File: config.mk
export PLATFORM = sky130hd
export DESIGN_NAME = fx_accum
export DESIGN_NICKNAME = d
export VERILOG_FILES = /design/src/rtl/fx_accum_pkg.sv /design/src/rtl/fp_add.sv /design/src/rtl/fx_accum_fifo.sv /design/src/rtl/fx_accum.sv
export SDC_FILE = /design/constraint.sdc
export NUM_CORES = 1
export LEC_CHECK = 0
export CORE_MARGIN = 1.5
export CORE_UTILIZATION = 60
export DETAILED_ROUTE_END_ITERATION = 8
export PLACE_DENSITY = 0.79
export SLEW_MARGIN = 30
export SYNTH_ARGS = -nofsm -noshare
export SYNTH_HDL_FRONTEND = slang
export SYNTH_HIERARCHICAL = 1
export SYNTH_SLANG_ARGS = --single-unit
File: constraint.sdc
create_clock -name clk -period 14.2 [get_ports clk]
set_clock_uncertainty 0.2 [all_clocks]
set_input_delay 1.42 -clock clk [delete_from_list [all_inputs] [get_ports clk]]
set_output_delay 1.42 -clock clk [all_outputs]
set_load 0.01 [all_outputs]
File: src/rtl/fx_accum_pkg.sv
// fx_accum_pkg: shared types and constants for the fx_accum accumulator.
//   state_e        : accumulator FSM states
//   ADD_LAT_DEF    : default fp_add latency in cycles
//   FIFO_DEPTH_DEF : default input buffer depth
//   FP_ZERO        : IEEE-754 single-precision +0.0
package fx_accum_pkg;

  typedef enum logic [1:0] {
    IDLE   = 2'd0,
    WAIT   = 2'd1,
    ADDING = 2'd2
  } state_e;

  localparam int          ADD_LAT_DEF    = 2;
  localparam int          FIFO_DEPTH_DEF = 2;
  localparam logic [31:0] FP_ZERO        = 32'h0000_0000;

endpackage

File: src/rtl/fp_add.sv
// fp_add: single-precision floating-point adder with fixed latency.
//   clk, areset (async, active high), en (pipeline advance enable)
//   a, b : operands; q : a + b
// Operands held stable for LAT cycles produce their sum on q in the last of
// those cycles (LAT-1 register stages behind a combinational adder).
// Denormals are treated as zero; the result is truncated, not rounded.
module fp_add #(
  parameter int LAT = 2
) (
  input  logic        clk,
  input  logic        areset,
  input  logic        en,
  input  logic [31:0] a,
  input  logic [31:0] b,
  output logic [31:0] q
);

  logic        sx, sy;
  logic [7:0]  ex, ey, dexp;
  logic [23:0] mx, my;
  logic [26:0] xg, yg, norm;
  logic [27:0] s;
  logic [4:0]  lead, sh;
  logic [31:0] sum_c;
  logic [3:0]  unused_bits;

  always_comb begin
    // x is always the operand with the larger magnitude
    if (a[30:0] >= b[30:0]) begin
      sx = a[31]; ex = a[30:23]; mx = (a[30:23] == 8'd0) ? 24'd0 : {1'b1, a[22:0]};
      sy = b[31]; ey = b[30:23]; my = (b[30:23] == 8'd0) ? 24'd0 : {1'b1, b[22:0]};
    end else begin
      sx = b[31]; ex = b[30:23]; mx = (b[30:23] == 8'd0) ? 24'd0 : {1'b1, b[22:0]};
      sy = a[31]; ey = a[30:23]; my = (a[30:23] == 8'd0) ? 24'd0 : {1'b1, a[22:0]};
    end
    dexp = ex - ey;
    xg   = {mx, 3'b000};
    yg   = (dexp > 8'd26) ? 27'd0 : ({my, 3'b000} >> dexp);
    if (sx == sy) s = {1'b0, xg} + {1'b0, yg};
    else          s = {1'b0, xg} - {1'b0, yg};
    lead = 5'd0;
    for (int i = 0; i < 27; i++) if (s[i]) lead = 5'(i);
    sh   = 5'd26 - lead;
    norm = s[26:0] << sh;
    sum_c = 32'd0;
    if (s[27]) begin
      if (ex >= 8'd254) sum_c = {sx, 8'hFF, 23'd0};
      else              sum_c = {sx, ex + 8'd1, s[26:4]};
    end else if (s[26:0] != 27'd0 && ex > {3'b000, sh}) begin
      sum_c = {sx, ex - {3'b000, sh}, norm[25:3]};
    end
    unused_bits = {norm[26], norm[2:0]};
  end

  generate
    if (LAT <= 1) begin : g_comb
      assign q = sum_c;
    end else begin : g_pipe
      logic [LAT-2:0][31:0] pipe_q, pipe_d;
      always_comb begin
        pipe_d    = pipe_q;
        pipe_d[0] = sum_c;
        for (int i = 1; i < LAT - 1; i++) pipe_d[i] = pipe_q[i-1];
      end
      always_ff @(posedge clk or posedge areset) begin
        if (areset)  pipe_q <= '0;
        else if (en) pipe_q <= pipe_d;
      end
      assign q = pipe_q[LAT-2];
    end
  endgenerate

endmodule

File: src/rtl/fx_accum_fifo.sv
// fx_accum_fifo: small circular term buffer for fx_accum.
//   clk, reset (sync, active low), en (hold all state when low)
//   flush : empty the buffer (overrides push/pop)
//   push/wdata : write request; accepted when not full, or full with a pop
//   pop/rdata  : rdata is the head; pop removes it when not empty
//   full, empty : occupancy flags
module fx_accum_fifo #(
  parameter int DEPTH = 2,
  parameter int W     = 32
) (
  input  logic         clk,
  input  logic         reset,
  input  logic         en,
  input  logic         flush,
  input  logic         push,
  input  logic         pop,
  input  logic [W-1:0] wdata,
  output logic [W-1:0] rdata,
  output logic         full,
  output logic         empty
);

  localparam int PW = (DEPTH > 1) ? $clog2(DEPTH) : 1;
  localparam int CW = $clog2(DEPTH + 1);

  logic [DEPTH-1:0][W-1:0] mem_q, mem_d;
  logic [PW-1:0]           wr_ptr_q, wr_ptr_d, rd_ptr_q, rd_ptr_d;
  logic [CW-1:0]           count_q, count_d;
  logic                    do_push, do_pop;

  function automatic logic [PW-1:0] ptr_inc(input logic [PW-1:0] p);
    return (p == PW'(DEPTH - 1)) ? '0 : p + PW'(1);
  endfunction

  assign full  = (count_q == CW'(DEPTH));
  assign empty = (count_q == '0);
  assign rdata = mem_q[rd_ptr_q];

  always_comb begin
    do_pop   = pop && !empty;
    do_push  = push && (!full || do_pop);
    mem_d    = mem_q;
    wr_ptr_d = wr_ptr_q;
    rd_ptr_d = rd_ptr_q;
    count_d  = count_q + CW'(do_push) - CW'(do_pop);
    if (do_push) begin
      mem_d[wr_ptr_q] = wdata;
      wr_ptr_d        = ptr_inc(wr_ptr_q);
    end
    if (do_pop) rd_ptr_d = ptr_inc(rd_ptr_q);
    if (flush) begin
      wr_ptr_d = '0;
      rd_ptr_d = '0;
      count_d  = '0;
    end
  end

  always_ff @(posedge clk) begin
    if (!reset) begin
      wr_ptr_q <= '0;
      rd_ptr_q <= '0;
      count_q  <= '0;
    end else if (en) begin
      wr_ptr_q <= wr_ptr_d;
      rd_ptr_q <= rd_ptr_d;
      count_q  <= count_d;
    end
  end

  // Storage needs no reset: occupancy decides what is valid.
  always_ff @(posedge clk) begin
    if (en) mem_q <= mem_d;
  end

endmodule

File: src/rtl/fx_accum.sv
// fx_accum: accumulates n single-precision terms streamed from an fx unit.
//   clk, reset (sync, active low), clk_en (global hold when low)
//   start/n        : begin an accumulation of n terms (n=0 completes at once)
//   in_valid/in_data : incoming terms, buffered in a small FIFO
//   busy     : FSM not IDLE
//   done     : one-cycle pulse with a valid sum
//   sum      : result, held until the next completion
//   overflow : sticky, a term was dropped because the buffer was full
module fx_accum
  import fx_accum_pkg::*;
#(
  parameter int ADD_LAT    = ADD_LAT_DEF,
  parameter int FIFO_DEPTH = FIFO_DEPTH_DEF
) (
  input  logic        clk,
  input  logic        reset,
  input  logic        clk_en,
  input  logic        start,
  input  logic [15:0] n,
  input  logic        in_valid,
  input  logic [31:0] in_data,
  output logic        busy,
  output logic        done,
  output logic [31:0] sum,
  output logic        overflow
);

  localparam int CNT_W = (ADD_LAT > 1) ? $clog2(ADD_LAT) : 1;

  state_e             state_q, state_d;
  logic [15:0]        remaining_q, remaining_d;
  logic [CNT_W-1:0]   cycle_cnt_q, cycle_cnt_d;
  logic [31:0]        acc_q, acc_d, b_reg_q, b_reg_d, sum_q, sum_d;
  logic               done_q, done_d, overflow_q, overflow_d;

  logic               fifo_push, fifo_pop, fifo_flush, fifo_full, fifo_empty;
  logic [31:0]        fifo_rdata, add_q;

  fx_accum_fifo #(.DEPTH(FIFO_DEPTH), .W(32)) u_fifo (
    .clk   (clk),
    .reset (reset),
    .en    (clk_en),
    .flush (fifo_flush),
    .push  (fifo_push),
    .pop   (fifo_pop),
    .wdata (in_data),
    .rdata (fifo_rdata),
    .full  (fifo_full),
    .empty (fifo_empty)
  );

  // Operands come straight from acc/b_reg, which stay put for the whole
  // ADDING window, so only one addition is ever in flight.
  fp_add #(.LAT(ADD_LAT)) u_add (
    .clk    (clk),
    .areset (~reset),
    .en     (clk_en),
    .a      (acc_q),
    .b      (b_reg_q),
    .q      (add_q)
  );

  always_comb begin
    state_d     = state_q;
    remaining_d = remaining_q;
    cycle_cnt_d = cycle_cnt_q;
    acc_d       = acc_q;
    b_reg_d     = b_reg_q;
    sum_d       = sum_q;
    done_d      = 1'b0;
    overflow_d  = overflow_q;
    fifo_pop    = 1'b0;
    fifo_flush  = 1'b0;
    fifo_push   = in_valid && (state_q != IDLE);

    unique case (state_q)
      IDLE: begin
        if (start) begin
          if (n == 16'd0) begin
            done_d = 1'b1;
            sum_d  = FP_ZERO;
          end else begin
            remaining_d = n;
            acc_d       = FP_ZERO;
            overflow_d  = 1'b0;
            state_d     = WAIT;
          end
        end
      end
      WAIT: begin
        if (!fifo_empty) begin
          fifo_pop    = 1'b1;
          b_reg_d     = fifo_rdata;
          cycle_cnt_d = '0;
          state_d     = ADDING;
        end
      end
      ADDING: begin
        if (cycle_cnt_q == CNT_W'(ADD_LAT - 1)) begin
          acc_d       = add_q;
          remaining_d = remaining_q - 16'd1;
          if (remaining_q == 16'd1) begin
            sum_d      = add_q;
            done_d     = 1'b1;
            state_d    = IDLE;
            fifo_flush = 1'b1;  // leftover terms belong to no accumulation
          end else begin
            state_d = WAIT;
          end
        end else begin
          cycle_cnt_d = cycle_cnt_q + CNT_W'(1);
        end
      end
      default: state_d = IDLE;
    endcase

    // A full buffer still accepts a term when the head leaves this cycle.
    if (fifo_push && fifo_full && !fifo_pop) overflow_d = 1'b1;
  end

  always_ff @(posedge clk) begin
    if (!reset) begin
      state_q     <= IDLE;
      remaining_q <= '0;
      cycle_cnt_q <= '0;
      acc_q       <= FP_ZERO;
      b_reg_q     <= FP_ZERO;
      sum_q       <= FP_ZERO;
      done_q      <= 1'b0;
      overflow_q  <= 1'b0;
    end else if (clk_en) begin
      state_q     <= state_d;
      remaining_q <= remaining_d;
      cycle_cnt_q <= cycle_cnt_d;
      acc_q       <= acc_d;
      b_reg_q     <= b_reg_d;
      sum_q       <= sum_d;
      done_q      <= done_d;
      overflow_q  <= overflow_d;
    end
  end

  assign busy     = (state_q != IDLE);
  assign done     = done_q;
  assign sum      = sum_q;
  assign overflow = overflow_q;

endmodule

# Word level (Yosys, flattened, before mapping)
# Index checks and enable logic that the tools add are counted.
# word_totals
regBits	217
inputBits	53
output_inout_bits	35
elab_cells	166
# op_classes
add_sub_neg	12
n_lt_le_gt_ge	7
n_eq_ne	12
shifts	2
mux	85
bitwise	1
reduce_logical	33
# op_table
operator	n
two-way mux 32 bit	12
case mux 32 bit (2 select lines)	2
two-way mux 24 bit	4
bitwise mux 64 bit	1
two-way mux 5 bit	11
two-way mux 16 bit	3
demux 32 bit (select 1 bit)	1
two-way mux 4 bit	8
case mux 16 bit (2 select lines)	1
>= comparator 31 bit	1
two-way mux 31 bit	1
adder 27 x 27 -> 28 bit	1
two-way mux 28 bit	1
subtractor 27 x 27 -> 28 bit	1
two-way mux 27 bit	1
nonzero test 27 bit	1
<< shifter 27 x 5 -> 26 bit	1
>> shifter 27 x 8 -> 27 bit	1
two-way mux 1 bit	23
equality test 16 x 1 -> 1 bit (second input constant)	1
zero test 16 bit	1
zero test 8 bit	2
two-way mux 8 bit	2
subtractor 16 x 1 -> 16 bit (second input constant)	1
32 further kinds	70

# Longest topological paths before layout
# Gate-level depths: netlist (run 1).
# depth
word_depth	38
mapped_depth	65
ltp_nobuf	56

# Modules after synthesis
# The synthesis (run 1) kept the hierarchy.
# by_module_without_submodules
mod	n_inst	cells_per_inst	area_per_inst_um2	seq_area_each_um2
fp_add	1	1539	10720.3	800.8
fx_accum	1	547	4576.9	2342.2
fx_accum_fifo	1	135	2586.2	2001.9

# Worst setup path after synthesis (run 1)
# No wires, ideal clock.
# synth_timing
path_kind	flip-flop to flip-flop
startpoint	reg b_reg_q[27]
endpoint	reg u_add.g_pipe.pipe_q (netlist bit u_add/q[27])
setup_ns	0.116
arrival_time_ns	12.058
required_ns	13.884
setup_slack_ns	1.826
stages_incl_launch_ff	61
n_path_buf	11
synth_period_minus_slack_ns	12.374
path_cell_list	dfxtp_1 > inv_1 > ha_1 > buf_4 > nand4_2 > nor4_2 > a221oi_2 > and3b_1 > nand2_1 > buf_2 > buf_1 > buf_1 > clkbuf_1 > a21oi_1 > ha_1 > clkbuf_1 > clkbuf_1 > clkbuf_1 > [... 25 more ...] > and4_4 > a211oi_4 > nor2_2 > inv_2 > buf_6 > ha_1 > xnor2_1 > inv_1 > buf_4 > buf_4 > ha_1 > a21oi_1 > a31oi_1 > o22ai_1 > o31ai_1 > o31a_1 > nand2_1 > o311ai_0
# synth_via
elab_chain_cells	38
elab_cells_between_ends	53
cone_classes	add/sub (6); order compare (4); eq/ne (1); shift (1); mux (38); reduce/logical (3)
# synth_lines
item	line	source
start: declaration	fx_accum.sv:33	logic [31:0] acc_q, acc_d, b_reg_q, b_reg_d, sum_q, sum_d;
start signal: assignment	fx_accum.sv:136	b_reg_q <= b_reg_d;
>= comparator 31 bit / zero test 8 bit (equally long branches)	fp_add.sv:29, fp_add.sv:31, fp_add.sv:33	
two-way mux 8 bit / two-way mux 24 bit (equally long branches)	fp_add.sv:29, fp_add.sv:31, fp_add.sv:33	
subtractor 8 bit / two-way mux 24 bit (equally long branches)	fp_add.sv:36, fp_add.sv:29	
>> shifter 27 x 8 -> 27 bit / > comparator 8 x 5 -> 1 bit (equally long branches)	fp_add.sv:38	yg = (dexp > 8'd26) ? 27'd0 : ({my, 3'b000} >> dexp);
two-way mux 27 bit	fp_add.sv:38	
subtractor 27 x 27 -> 28 bit / adder 27 x 27 -> 28 bit (equally long branches)	fp_add.sv:40, fp_add.sv:39	
two-way mux 28 bit	fp_add.sv:39	if (sx == sy) s = {1'b0, xg} + {1'b0, yg};
two-way mux 1 bit	fp_add.sv:42	for (int i = 0; i < 27; i++) if (s[i]) lead = 5'(i);
two-way mux 2 bit (2 in series)	fp_add.sv:42	
two-way mux 3 bit (4 in series)	fp_add.sv:42	
two-way mux 4 bit (8 in series)	fp_add.sv:42	
two-way mux 5 bit (11 in series)	fp_add.sv:42	
subtractor 5 bit	fp_add.sv:43	sh = 5'd26 - lead;
> comparator 8 x 5 -> 1 bit	fp_add.sv:49	end else if (s[26:0] != 27'd0 && ex > {3'b000, sh}) begin
logical AND 1 bit	fp_add.sv:49	
two-way mux 32 bit	fp_add.sv:49	
two-way mux 32 bit *	fp_add.sv:46	if (s[27]) begin
end signal: assignment	fp_add.sv:67	else if (en) pipe_q <= pipe_d;
end: declaration	fp_add.sv:59	logic [LAT-2:0][31:0] pipe_q, pipe_d;
# Every way passes the cells marked *; elsewhere a longest branch is shown, timed or not.
# A chain may end at the register's enable or synchronous reset.

# Final worst setup path (run 1)
# layout_timing
startpoint	reg b_reg_q[28]
endpoint	reg u_add.g_pipe.pipe_q (netlist bit u_add/q[27])
# The elaborated chain is that of the path after synthesis.

==> impl_metrics.py, run 1 <==
metrics = {
    "outcome": {
        "status": "complete, no violations",
    },
    "worst_setup_path": {
        "endpoint_kind": "register",
        "path_class": "reg -> reg",
        "crit_fanout": 38,
        "crit_path_max_incr_delay_ns": 0.95,
        "required_ns": 14.39,
        "critPathArrivalTime_ns": 13.33,
        "worst_setup_path_start_kind": "register",
        "cpMostUsedCell": "a21oi_1",
        "cp_slowest_cell": "ha_2",
    },
    "placed_design": {
        "port_buffers": 87,
        "gp_congestion": 1.01,
        "dp_hpwl_um": 43200,
        "dpl-instance-area_mm2": 0.0188,
    },
    "clocking": {
        "cts_buffers": 24,
        "insertion_delay_ns": 0.55,
        "path_clk_slew_ns": 0.06,
        "clockBufferDepth": 3,
        "hold_buffers": 0,
        "cts_setup_buffers": 0,
        "cts_sinks": 217,
        "cts_tree": "yes",
        "cts_resized": 0,
        "htree_levels": 1,
        "clock-root-buffer": "clkbuf_16",
    },
    "synthesis": {
        "synth_top_flop_cell": "dfxtp_1",
        "yosysTopAreaCell": "dfxtp_1",
        "yosys_register_bits": 217,
        "yosys_warnings": 6,
        "synth_top_area_share_pct": 13.5,
        "synth-edff-count": 64,
        "syn-mean-instance-area_um2": 8.05,
        "synth_nets": 2367,
        "yosysMostFrequentCell": "nand2_1",
        "synth_cell_types": 107,
        "synth_area_leaders": "dfxtp_1 (14%), edfxtp_1 (11%), ha_1 (6.4%)",
        "ys_top_cells_by_count": "nand2_1 (258), a21oi_1 (224), nor2_1 (169)",
        "netlist_area_mm2": 0.0179,
        "syn-instance-count": 2221,
        "async_flop_share_pct": 14.7,
        "ys_seq_area_share_pct": 28.8,
    },
    "global_routing": {
        "grt_max_degree": 85,
        "antenna_found_initial": 0,
        "grt_usage_pct": 37.1,
        "grt_busiest_layer": "met2",
        "grt_pass1_vias": 16431,
        "use_met2_pct": 59.0,
        "use_met3_pct": 6.19,
        "grtUsageMet1_pct": 49.1,
        "gr-total-overflow": 0,
        "grt_pass1_wl_um": 91100,
    },
    "route": {
        "avgRoutedWirePerCell_um": 22.2,
        "finalWirelength_um": 58200,
        "viasPerCell": 6.77,
        "dr.pass1.iters": 8,
        "drt-initial-drc-count": 2247,
        "drc": 0,
        "drtAntennaViolNets": 0,
        "vias": 17717,
    },
    "finish": {
        "nets": 2356,
        "final_area_mm2": 0.0197,
        "insertedDiodeCount": 0,
        "drive_above_1_share_pct": 8.26,
        "syn2layout_area_growth_pct": 10.1,
    },
    "floorplanning": {
        "io_pins": 88,
        "die_w_um": 176,
        "die_h_um": 176,
        "dieArea_mm2": 0.0309,
        "initial_core_util_pct": 60.7,
        "core_mm2": 0.0295,
        "num_rows": 63,
    },
    "timing": {
        "max_clock_freq_ghz": 0.0761,
        "final_hold_viol_count": 0,
        "post-route-min-period_ns": 13.14,
        "final.setup.tns_ns": 0,
        "setup_violations": 0,
        "worst_slew_pin_slew_ns": 1.03,
        "slew_viol_final": 0,
        "min_period_over_period_pct": 92.6,
        "relSlewSlack_pct": 30.8,
        "rsz0062_at_grt": "false",
    },
    "run": {
        "drv_cap": 0,
    },
    "min_path": {
        "hp-class": "reg -> reg",
    },
    "pwr": {
        "power_leakage_nw": 7.71,
        "peakVddDrop_mv": 0.128,
        "p_per_area_mw_per_mm2": 76.0,
    },
}
where the power goes:
group	switching, W	total, W	internal (W)
Clock	0.000267	0.000647	0.000380
Combinational	0.000119	0.000190	0.0000705
Sequential	0.0000118	0.000660	0.000648
placed cells by master, fill, tap and decap left out, types with 35 or more instances in the layout:
cell	count
nand2_1	257
a21oi_1	223
a21o_1	35
dfxtp_1	121
clkdlybuf4s50_1	86
ha_1	90
inv_1	107
a22o_1	55
nand3_1	94
nor2_1	164
mux2i_1	78
edfxtp_1	64
nor3_1	60
o21ai_0	111
state kept, by name, indices dropped and copies added, names as in the netlist, 2 cells and up:
signal          flops
u_fifo/mem_q       64
state_q             2
acc_q              32
u_fifo/count_q      2
u_add/q            32
sum                32
remaining_q        16
b_reg_q            32
through the flow:
step	instances	utilization (%)	worst slack (ns)	hold WS, ns	power, W
finish	2618	66.8	1.06	0.273	0.00150
detailed placement	2574	63.9	1.32	0.265	0.000856
floorplan	2221	-	1.83	0.241	0.000799
global route	2618	66.8	0.261	0.292	0.00154
global placement	2574	63.9	1.82	0.255	0.000853
CTS	2618	66.7	1.30	0.276	0.00150
layer usage:
metal	share of wire, %	up-vias
li1	-	8163
met1	40	8429
met2	46	957
met3	9.0	168
met4	4.9	0
met5	0	-
final timing paths:
check / endpoint / start / cells past startpoint / slack (ns)
worst min register to register: remaining_q[1] / remaining_q[1] / 2 / 0.27
min in group asynchronous: u_add/q[30] / reset / 5 / 2.24
max in group asynchronous: u_add/q[17] / reset / 5 / 11.25
worst max register to register: u_add/q[27] / b_reg_q[28] / 50 / 1.06
worst max-delay path: u_add/q[27] / b_reg_q[28] / 50 / 1.06
worst min-delay path: remaining_q[1] / remaining_q[1] / 2 / 0.27
cell type report:
class,count,area (um2)
Sequential cell,217,5140
Tap cell,390,488
Clock buffer,29,639
Timing Repair Buffer,116,1080
Clock inverter,15,191
Multi-Input combinational cell,1739,11700
Fill cell,2516,9800
Inverter,112,420
worst max-delay path, delay by kind of cell (launching register included):
family / cells / cell delay, ns
buf+inv: 5 / 1.15
simple gates: 19 / 3.94
xor+xnor: 1 / 0.13
flops: 1 / 0.36
fa+ha+maj: 5 / 2.62
compound gates: 19 / 4.50
mux: 1 / 0.11
logic make-up (layout without fill, tap and decap cells):
group / after synthesis / in the layout / synth area share (%)
xor gates and xnor gates: 28 / 28 / 1.37
and+or+nand+nor: 788 / 788 / 21.5
DFF: 217 / 217 / 28.8
muxes: 148 / 148 / 10.2
adders and majority gates: 94 / 94 / 6.65
buffers and inverters: 265 / 272 / 6.16
AOI/OAI and AO/OA: 681 / 681 / 25.4
Power figures use the tool's default switching activity.
==> inputs of run 2 (changes only) <==
--- a/config.mk
+++ b/config.mk
@@ -6,9 +6,8 @@
 export NUM_CORES = 1
 export LEC_CHECK = 0
 export CORE_MARGIN = 1.5
-export CORE_UTILIZATION = 60
+export CORE_UTILIZATION = 30
 export DETAILED_ROUTE_END_ITERATION = 8
-export PLACE_DENSITY = 0.79
 export SLEW_MARGIN = 30
 export SYNTH_ARGS = -nofsm -noshare
 export SYNTH_HDL_FRONTEND = slang
==> impl_metrics.py, run 2 (same netlist as run 1, synthesis figures left out) <==
metrics = {
    "timing": {
        "hold_slack_ns": 0.279,
        "fin_ws_ns": 1.36,
        "relSlewSlack_pct": 32.9,
        "worst_slew_pin_slew_ns": 0.999,
        "min_period_over_period_pct": 90.4,
        "post-route-min-period_ns": 12.84,
        "setup_violations": 0,
        "final.setup.tns_ns": 0,
        "max_clock_freq_ghz": 0.0779,
        "rsz0062_at_grt": "false",
        "final_hold_viol_count": 0,
        "slew_viol_final": 0,
    },
    "global_routing": {
        "grt_usage_pct": 19.8,
        "gr-total-overflow": 0,
        "antenna_found_initial": 0,
        "grt_pass1_vias": 16298,
        "grt_max_degree": 85,
        "grt_pass1_wl_um": 96000,
    },
    "clocking": {
        "clock-root-buffer": "clkbuf_16",
        "hold_buffers": 0,
        "cts_setup_buffers": 0,
        "path_clk_slew_ns": 0.06,
        "cts_resized": 0,
        "cts_sinks": 217,
        "cts_buffers": 25,
        "htree_levels": 1,
        "cts_tree": "yes",
        "insertion_delay_ns": 0.55,
        "clockBufferDepth": 3,
    },
    "pwr": {
        "peakVddDrop_mv": 0.104,
        "power_leakage_nw": 7.70,
        "p_per_area_mw_per_mm2": 72.7,
    },
    "worst_setup_path": {
        "critPathArrivalTime_ns": 13.06,
        "cp_slowest_cell": "nand2_1",
        "crit_path_max_incr_delay_ns": 0.72,
        "crit_fanout": 22,
        "endpoint_kind": "register",
        "worst_setup_path_start_kind": "register",
        "cpMostUsedCell": "a21oi_1",
        "path_class": "reg -> reg",
        "required_ns": 14.43,
    },
    "route": {
        "viasPerCell": 5.77,
        "drc": 0,
        "vias": 17353,
        "finalWirelength_um": 61600,
        "avgRoutedWirePerCell_um": 20.5,
        "dr.pass1.iters": 6,
        "met3_length_um": 4310,
        "dr_wl_met2_um": 27800,
        "drtAntennaViolNets": 0,
        "drt-initial-drc-count": 1856,
        "drt-met1-wl_um": 27300,
        "highest_layer": "met4",
    },
    "finish": {
        "nets": 2360,
        "stdcell_count": 3005,
        "mostFrequentLayoutCells": "nand2_1 (257), a21oi_1 (223), nor2_1 (165)",
        "filler_cell_count": 6185,
        "drive_above_1_share_pct": 8.02,
        "insertedDiodeCount": 0,
        "regMostFlops": "u_fifo/mem_q",
        "largest_reg_flops": 64,
        "syn2layout_area_growth_pct": 12.5,
        "mostFrequentLayoutCell": "nand2_1",
    },
    "placed_design": {
        "placedCellCount": 2959,
        "gp_congestion": 0.963,
        "dp_hpwl_um": 46900,
        "port_buffers": 87,
        "place_ws_ns": 1.48,
    },
    "min_path": {
        "hp-class": "reg -> reg",
    },
    "floorplanning": {
        "initial_core_util_pct": 30.3,
        "core_mm2": 0.0590,
        "dieArea_mm2": 0.0611,
        "die_w_um": 247,
        "io_pins": 88,
        "num_rows": 89,
        "die_h_um": 247,
    },
    "outcome": {
        "status": "complete, no violations",
    },
    "run": {
        "drv_cap": 0,
    },
}
[run 2: changes by cell type in the layout (fill, tap and decap cells not counted), sizes merged]
cell	before	now
clkinvlp	4	3
clkbuf	29	34
bufinv	3	1
buf	30	32
[run 2: worst paths after layout]
kind | startpoint | to | slack (ns) | cells after the start
max | b_reg_q[28] | u_add/q[27] | 1.36 | 51
min | b_reg_q[28] | b_reg_q[28] | 0.28 | 2
max reg2reg | b_reg_q[28] | u_add/q[27] | 1.36 | 51
min reg2reg | b_reg_q[28] | b_reg_q[28] | 0.28 | 2
max in group asynchronous | reset | u_add/q[2] | 11.22 | 5
min in group asynchronous | reset | u_add/q[31] | 2.24 | 5
[run 2: power breakdown]
group | total, W | switching (W) | internal [W]
clock network | 0.000610 | 0.000264 | 0.000346
logic | 0.000190 | 0.000119 | 0.0000711
registers | 0.000661 | 0.0000127 | 0.000648
total | 0.00146 | 0.000396 | 0.00107
[run 2: metrics by stage]
step | total power (W) | util (%) | instance area [um2]
after global routing | 0.00152 | 34.1 | 20100
after CTS | 0.00147 | 34.1 | 20100
final | 0.00146 | 34.1 | 20100
after detailed placement | 0.000860 | 32.8 | 19300
after global placement | 0.000860 | 32.7 | 19300
after floorplan | 0.000799 | - | 17900
[run 2: per-layer routing]
metal / GRT usage [%] / vias to the layer above
met1: 27.5 / 8363
li1: - / 8171
met3: 2.78 / 123
met2: 31.2 / 696
met5: 0 / -
met4: 6.56 / 0
[run 2: critical path, delay by kind of cell (launching register included)]
family | cells | cell delay (ns)
AOI/OAI and AO/OA | 24 | 6.15
buffers and inverters | 6 | 0.86
and+or+nand+nor | 14 | 3.10
muxes | 1 | 0.16
xor gates and xnor gates | 1 | 0.13
adders and majority gates | 5 | 1.73
DFF | 1 | 0.35
[run 2: cell type report]
type | instances | area, um2 | area share (%)
clock buffer | 33 | 656 | 3.26
clock inverter | 12 | 113 | 0.560
inverter | 112 | 420 | 2.09
multi-input combinational | 1739 | 11700 | 58.2
sequential | 217 | 5140 | 25.6
tap | 773 | 967 | 4.81
timing repair buffer | 119 | 1100 | 5.49
